**config.mk**
```make
export PLATFORM = sky130hd
export DESIGN_NAME = mem_arbiter
export DESIGN_NICKNAME = d
export VERILOG_FILES = /design/src/rtl/mem_arbiter.sv
export SDC_FILE = /design/constraint.sdc
export NUM_CORES = 1
export LEC_CHECK = 0
export CAP_MARGIN = 15
export CORE_MARGIN = 8
export CORE_UTILIZATION = 43
export DETAILED_ROUTE_END_ITERATION = 16
export PLACE_DENSITY = 0.91
export SKIP_CTS_REPAIR_TIMING = 1
export SLEW_MARGIN = 15
export SYNTH_ARGS = -nofsm -noshare
export SYNTH_HDL_FRONTEND = slang
export SYNTH_SLANG_ARGS = --single-unit
```
**constraint.sdc**
```tcl
create_clock -name clk -period 3.3 [get_ports clk]
set_input_delay 0.66 -clock clk [delete_from_list [all_inputs] [get_ports clk]]
set_output_delay 0.66 -clock clk [all_outputs]
set_load 0.01 [all_outputs]
```
**src/rtl/mem_arbiter.sv**
```systemverilog
// Single-port memory arbiter sharing one req/ack bus between instruction fetch and data access.
// Data accesses win over fetches; results are held until the pipeline advances.
`timescale 1ns/1ps

module mem_arbiter (
    input  logic        clk,
    input  logic        rst,
    input  logic        flush,
    input  logic        adv,
    input  logic [31:0] i_addr,
    output logic [31:0] i_rdata,
    output logic        i_stall,
    input  logic        d_en,
    input  logic [3:0]  d_wen,
    input  logic [31:0] d_addr,
    input  logic [31:0] d_wdata,
    output logic [31:0] d_rdata,
    output logic        d_stall,
    output logic        bus_req,
    output logic [3:0]  bus_wen,
    output logic [31:0] bus_addr,
    output logic [31:0] bus_wdata,
    input  logic [31:0] bus_rdata,
    input  logic        bus_ack
);

    typedef enum logic [1:0] {
        IDLE  = 2'd0,
        IBUSY = 2'd1,
        DBUSY = 2'd2
    } state_t;

    state_t state;
    logic   drop;
    logic   i_done;
    logic   d_done;

    assign i_stall = ~i_done;
    assign d_stall = d_en & ~d_done;

    // Clears of the hold flags come first; a set can only happen on an ack,
    // when the flag is known to be 0, so the two never collide.
    always_ff @(posedge clk) begin
        if (rst) begin
            state     <= IDLE;
            drop      <= 1'b0;
            i_done    <= 1'b0;
            d_done    <= 1'b0;
            i_rdata   <= '0;
            d_rdata   <= '0;
            bus_req   <= 1'b0;
            bus_wen   <= '0;
            bus_addr  <= '0;
            bus_wdata <= '0;
        end else begin
            if (adv || flush) begin
                i_done <= 1'b0;
            end
            if (adv) begin
                d_done <= 1'b0;
            end

            case (state)
                IDLE: begin
                    if (d_en && !d_done) begin
                        state     <= DBUSY;
                        bus_req   <= 1'b1;
                        bus_wen   <= d_wen;
                        bus_addr  <= d_addr;
                        bus_wdata <= d_wdata;
                    end else if (!i_done && !flush) begin
                        state     <= IBUSY;
                        bus_req   <= 1'b1;
                        bus_wen   <= 4'b0000;
                        bus_addr  <= i_addr;
                        bus_wdata <= '0;
                    end
                end

                // A flushed fetch still runs to its ack; only its result is thrown away.
                IBUSY: begin
                    if (bus_ack) begin
                        state   <= IDLE;
                        bus_req <= 1'b0;
                        drop    <= 1'b0;
                        if (!drop && !flush) begin
                            i_rdata <= bus_rdata;
                            i_done  <= 1'b1;
                        end
                    end else if (flush) begin
                        drop <= 1'b1;
                    end
                end

                DBUSY: begin
                    if (bus_ack) begin
                        state   <= IDLE;
                        bus_req <= 1'b0;
                        d_rdata <= bus_rdata;
                        d_done  <= 1'b1;
                    end
                end

                default: begin
                    state   <= IDLE;
                    bus_req <= 1'b0;
                end
            endcase
        end
    end

endmodule

```
---- Yosys cells after proc, flatten, opt, wreduce, memory -nomap -nowiden ----
Cells that the tools add are included.
operators by class
  order comparisons ....................... 0
  equality and inequality tests ........... 4
  mux-type cells .......................... 23
  reductions and logical operators ........ 17
  add/sub/neg operators ................... 0
  bitwise operators ....................... 3
  $mul .................................... 0
  shifts and indexed selects .............. 0
  div/mod/pow operators ................... 0
operators by type and width
  cell                                                   number
  two-way mux 32 bit                                     4
  two-way mux 1 bit                                      12
  two-way mux 4 bit                                      2
  AND reduction 2 bit                                    4
  two-way mux 2 bit                                      3
  logical NOT 1 bit                                      4
  case mux 2 bit (2 select lines)                        1
  nonzero test 2 bit                                     2
  logical AND 1 bit                                      3
  inequality test 3 bit, second input constant           1
  AND reduction 3 bit                                    1
  == test 2 x 1 -> 1 bit, second input constant          1
  == test 2 bit, second input constant                   1
  logical NOT 2 bit                                      1
  inequality test 2 x 1 -> 1 bit, second input constant  1
  NOT 1 bit                                              2
  case mux 1 bit (2 select lines)                        1
  OR reduction 2 bit                                     1
  bitwise AND 1 bit                                      1
  logical OR 1 bit                                       1
word-level totals
  logic and storage cells ................. 57
  memory bits (writable) .................. 0
  latch bits .............................. 0
  memories kept ........................... 0
  memory bits (read-only) ................. 0
  output and inout bits ................... 135
  bits of input ports ..................... 138
  register bits ........................... 138

---- Depth between registers and ports, before layout ----
Gate-level depths: netlist of run 1.
  depth in word-level cells ............... 5
  depth in mapped cells ................... 7
  mapped depth without buffers ............ 5

---- Worst setup path before layout of run 1 ----
Ideal clock, no wire load.
  path kind ............................... input to register
  start ................................... input port d_en
  end ..................................... register bus_wdata[10]
  arrival ................................. 1478 ps
  setup slack ............................. 1705 ps
  setup time .............................. 117 ps
  stages on the path ...................... 7
  data required time ...................... 3183 ps
  buffers on the path ..................... 3
  path through ............................ nand2b_4 -> buf_8 -> inv_6 -> and3_4 -> buf_6 -> buf_6 -> a32o_1
between the ends
  cells in the longest elaborated chain, start to end .. 3
  elaborated cells between the ends (all ways) .. 4
  those cells by class .................... mux: 1; reduce/logical: 3
RTL lines
  item                           line  text
  start, declared                13    input logic d_en,
  logical AND 1 bit (*)          65    if (d_en && !d_done) begin
  nonzero test 2 bit (no line)   -
  AND reduction 2 bit (no line)  -
  end signal, assigned           70    bus_wdata <= d_wdata;
  end, declared                  22    output logic [31:0] bus_wdata,
Mark *: on every way between the ends. The rest lies on a longest branch, timed or not.
A chain may end at the register's enable or synchronous reset.

---- Final worst setup path of run 1 ----
  start ................................... input port d_en
  end ..................................... output port d_stall
between the ends
  cells in the longest elaborated chain, start to end .. 1
RTL lines
  item               line  text
  bitwise AND 1 bit  39    assign d_stall = d_en & ~d_done;
  end, declared      18    output logic d_stall,
No other way between the ends.

==> flow_metrics.tcl, run 1 <==
set metrics [dict create \
    syn-num-nets 689 \
    seq_area_frac_synth 0.5070 \
    r2r-start "state[0]" \
    clkLatencyLatePin_ns 0.41 \
    maxSlewViolCount 0 \
    yosys.area.top_type "dfxtp_1" \
    power_mw 4.870 \
    crit_family "buffers and inverters" \
    cts-buffers-inserted 17 \
    synth_top_area_frac 0.5070 \
    yosysMostFrequentCell "dfxtp_1" \
    hold_viol_final 0 \
    placed_cells 954 \
    h-tree-depth 4 \
    grt_util_met2 0.3442 \
    rsz0062_at_grt "no" \
    synth_area_per_cell_um2 9.943 \
    placed_area_um2 8184 \
    fin_crit_sh 0.8037 \
    reg2reg_depth 5 \
    synth.ff_latch_count 138 \
    fill_cells 959 \
    min_delay_path_depth 2 \
    start_util 0.4353 \
    crit_path_start_kind "primary input" \
    hold_ws_ns 0.4497 \
    clock_sinks 138 \
    core_area_um2 12520 \
    fin_skew_ns 0.01043 \
    synthDistinctLibCells 36 \
    ios 273 \
    multi_input_area_um2 2251 \
    worst_hold_startpoint "bus_req" \
    first_iter_violations 239 \
    setup_viol 0 \
    die_area_um2 16530 \
    grt_pass1_vias 4948 \
    max_slew_margin 0.4009 \
    crit_chain "clkdlybuf4s50_1 > nand2b_4 > inv_6 > clkdlybuf4s50_1" \
    status "complete, no violations" \
    die_w_um 128.6 \
    wl_per_cell_um 17.61 \
    via_count 4950 \
    grt_use_total 0.2049 \
    met1_usage 0.2292 \
    cpPeakStageDelay_ns 0.59 \
    fmax_mhz 377.0 \
    routed_wl_mm 17.34 \
    syn-cell-area_um2 5449 \
    synth-edff-count 0 \
    num-nets-final 942 \
    cap_viol_max_count 0 \
    crit_buf_inv 3 \
    grt_max_degree 66 \
    synthCells 548 \
    hold_class "flop to flop" \
    grt-ovfl-total 0 \
    root_buffer "clkbuf_16" \
    antenna_found_initial 0 \
    first_pass_iters 4 \
    gr-usage-met3 0.06868 \
    port_buffers 272 \
    grt_pass1_wl_mm 26.30 \
    fin_area_um2 8843 \
    ant_nets 0 \
    busiest_layer "met2" \
    antennaDiodeCount 0 \
    cts.reportedPaths.clkPinSlew_ns 0.05 \
    arrival_ns 1.99 \
    synth_area_leaders "dfxtp_1, o32ai_2, nand2_1, a32o_1, a21oi_1" \
    cts_tree "yes" \
    cp_max_fo 7 \
    ir_drop_uv 290.4 \
    final_util 0.7065 \
    regArea_um2 2763 \
    cp_common_cell "clkdlybuf4s50_1" \
    cp.required_ns 2.64 \
    syn2layout_area_growth_pct 62.30 \
    min_to "bus_req" \
    reg2reg_slack_ns 1.61 \
    min_period_ns 2.652 \
    viasPerCell 5.025 \
    r2r-end "bus_addr[0]" \
    yosys_most_used_dff "dfxtp_1" \
    synth_common_cells "dfxtp_1, nand2_1, a21oi_1" \
    die_y_um 128.6 \
    tightest_slew_ns 0.8953 \
    clock_path_buffers 2 \
    routabilityCongestion 0.7614 \
    leakage_nw 3.168 \
    crit_path_end_kind "output port" \
    dp_hpwl_mm 12.64 \
    powerDensity_nw_per_um2 550.7 \
    path_class "primary input to output port" \
    slowest_stage "clkdlybuf4s50_1" \
    fin_ws_ns 0.6477 \
    timing.setup.tns_ns 0 \
    yosys_warnings 0 \
    drive_above_1_share 0.09963 \
    place_ws_ns 0.6473 \
    drc 0 \
    instances_no_fill 985 \
    fp-row-count 41 \
    async_reset_ff_frac 0 \
]
[final cells by class]
| cell class | instances | share of cell area |
|---|---|---|
| timing repair buffer | 282 | 0.3175 |
| sequential | 138 | 0.3124 |
| multi-input combinational | 324 | 0.2545 |
| clock buffer | 20 | 0.05277 |
| tap | 172 | 0.02433 |
| clock inverter | 11 | 0.02179 |
| inverter | 38 | 0.01670 |
[state kept, by name, indices dropped and copies added (netlist names)]
| signal | cells |
|---|---|
| bus_addr | 32 |
| state | 2 |
| d_done | 1 |
| d_rdata | 32 |
| bus_wen | 4 |
| i_rdata | 32 |
| bus_wdata | 32 |
| i_done | 1 |
| bus_req | 1 |
| drop | 1 |
[report_power, final]
part           total (mW)  internal [mW]  leakage, nW  switching [mW]
Clock                2.09           1.40        0.318           0.691
Sequential           1.86           1.79         1.13          0.0652
Combinational       0.927          0.500         1.72           0.427
[tightest hold or removal path, stage by stage (launching register included)]
cell and delay (ns):
dfxtp_1 0.30, inv_1 0.05, a21oi_1 0.05
[kinds of logic after synthesis]
logic type	after synthesis	share of synthesized area
compound gates	147	0.2365
simple gates	142	0.1065
flops	138	0.5070
buf+inv	86	0.08427
mux	32	0.05878
fa+ha+maj	3	0.006889
[placed cells by master, fill, tap and decap left out, types with 5 or more instances in the layout]
cell type / instances
o32ai_2: 30
dfxtp_1: 138
a21oi_1: 71
clkdlybuf4s50_1: 271
buf_4: 10
bufinv_16: 5
mux2i_1: 32
inv_1: 36
a32o_1: 36
nand2_1: 129
clkbuf_16: 17
[layer usage]
metal | share of wire | up-vias
met4 | 0.030 | 0
met3 | 0.080 | 33
met5 | 0 | -
li1 | - | 2415
met1 | 0.40 | 2316
met2 | 0.49 | 186
[worst max-delay path by stage]
stage,startpoint,to,slack [ns],cells past startpoint
after floorplan,d_en,bus_wdata[10],1.70,7
after global placement,d_en,d_stall,0.65,4
after detailed placement,d_en,d_stall,0.65,4
after CTS,d_en,d_stall,0.64,4
after global routing,d_en,d_stall,0.65,4
final,d_en,d_stall,0.65,4
Note: power is estimated with default switching activity, not from simulation.
==> inputs of run 2 (changes only) <==
CORE_UTILIZATION = 36   (was 43)
PLACE_DENSITY = 0.82   (was 0.91)
clock period = 2.43 ns   (was 3.3 ns; I/O delays follow)
==> flow_metrics.tcl, run 2 (same netlist as run 1, synthesis figures left out) <==
set metrics [dict create \
    status "complete, no violations" \
    placed_cells 972 \
    h-tree-depth 4 \
    startpoint "d_en" \
    cp_max_fo 7 \
    timing.setup.tns_ns 0 \
    path_class "primary input to output port" \
    cp.depth 4 \
    crit_path_end_kind "output port" \
    clkLatencyLatePin_ns 0.41 \
    cp.required_ns 1.94 \
    hold_ws_ns 0.3968 \
    grt_pass1_vias 4981 \
    leakage_nw 3.190 \
    hold_viol_final 0 \
    max_slew_margin 0.3817 \
    antennaDiodeCount 0 \
    ir_drop_uv 477.9 \
    rsz0062_at_grt "no" \
    grt_pass1_wl_mm 27.31 \
    port_buffers 272 \
    grt_max_degree 102 \
    layout_common_cells "clkdlybuf4s50_1, dfxtp_1, nand2_1" \
    fin_skew_ns 0.007350 \
    endpoint "d_stall" \
    ant_nets 0 \
    crit_buf_inv 3 \
    drive_above_1_share 0.1017 \
    maxSlewViolCount 0 \
    r2r-start "state[0]" \
    first_pass_iters 4 \
    powerDensity_nw_per_um2 738.4 \
    dp_hpwl_mm 12.07 \
    viasPerCell 4.889 \
    reg2reg_slack_ns 0.78 \
    hold_class "primary input to flop" \
    clock_sinks 138 \
    core_area_um2 14980 \
    via_count 4909 \
    reg2reg_depth 4 \
    r2r-end "bus_wdata[25]" \
    wl_per_cell_um 16.99 \
    start_util 0.3638 \
    fin_area_um2 8904 \
    setup_viol 0 \
    crit_family "buffers and inverters" \
    num-nets-final 944 \
    crit_path_start_kind "primary input" \
    fin_crit_sh 0.9051 \
    placed_area_um2 8257 \
    root_buffer "clkbuf_16" \
    final_util 0.5945 \
    cts_tree "yes" \
    cp_common_cell "clkdlybuf4s50_1" \
    fmax_mhz 454.7 \
    die_w_um 139.0 \
    drc 0 \
    die_y_um 139.0 \
    cts-buffers-inserted 17 \
    die_area_um2 19330 \
    min_period_ns 2.199 \
    tightest_slew_ns 0.9239 \
    antenna_found_initial 0 \
    cts.reportedPaths.clkPinSlew_ns 0.06 \
    fp-row-count 45 \
    layout_commonest_cell "clkdlybuf4s50_1" \
    arrival_ns 1.71 \
    instances_no_fill 1004 \
    slowest_stage "clkdlybuf4s50_1" \
    cap_viol_max_count 0 \
    ios 273 \
    grt_use_total 0.1754 \
    syn2layout_area_growth_pct 63.40 \
    crit_chain "clkdlybuf4s50_1 > nand2b_4 > inv_6 > clkdlybuf4s50_1" \
    grt-ovfl-total 0 \
    routabilityCongestion 0.7361 \
    clock_path_buffers 2 \
    routed_wl_mm 17.06 \
    first_iter_violations 259 \
    cpPeakStageDelay_ns 0.54 \
]
run 2: metrics by stage:
stage / setup WS, ns / power, mW
3_5_place_dp: 0.2134 / 3.839
2_1_floorplan: 1.009 / 3.193
5_1_grt: 0.1912 / 6.853
3_3_place_gp: 0.2176 / 3.821
6_report: 0.2306 / 6.574
4_1_cts: 0.2168 / 6.645
run 2: area by class of cell:
| type | count | area [um^2] |
|---|---|---|
| clock buffer | 22 | 484.2 |
| multi-input combinational | 324 | 2251 |
| clock inverter | 10 | 162.7 |
| fill | 1278 | 6073 |
| timing repair buffer | 284 | 2860 |
| inverter | 38 | 147.6 |
| tap | 188 | 235.2 |
| sequential | 138 | 2763 |
run 2: where the power goes:
group | internal (mW) | total, mW | switching, mW
Sequential | 2.43 | 2.52 | 0.0855
Clock | 1.83 | 2.79 | 0.964
Combinational | 0.693 | 1.26 | 0.571
run 2: worst register-to-register path: cells and delay by family, from the launching register on:
kind	cells	cell delay, ns
AO/OA/AOI/OAI	2	0.72
adder cells (fa/ha/maj)	1	0.41
flip-flops	1	0.32
buffers and inverters	1	0.08
run 2: worst min-delay path by stage:
stage / startpoint / endpoint / slack [ns] / cells after the start
global route: rst / bus_req / 0.44 / 4
CTS: rst / bus_req / 0.37 / 4
global placement: bus_req / bus_req / 0.44 / 2
detailed placement: i_rdata[18] / i_rdata[18] / 0.45 / 2
floorplan: state[1] / state[1] / 0.47 / 2
finish: rst / bus_req / 0.40 / 4
run 2: layer usage:
layer  wire length, um  GRT usage
met2              8492     0.2939
met1              6841     0.1927
met3              1390    0.07504
met4               335    0.07048
met5                 0          0
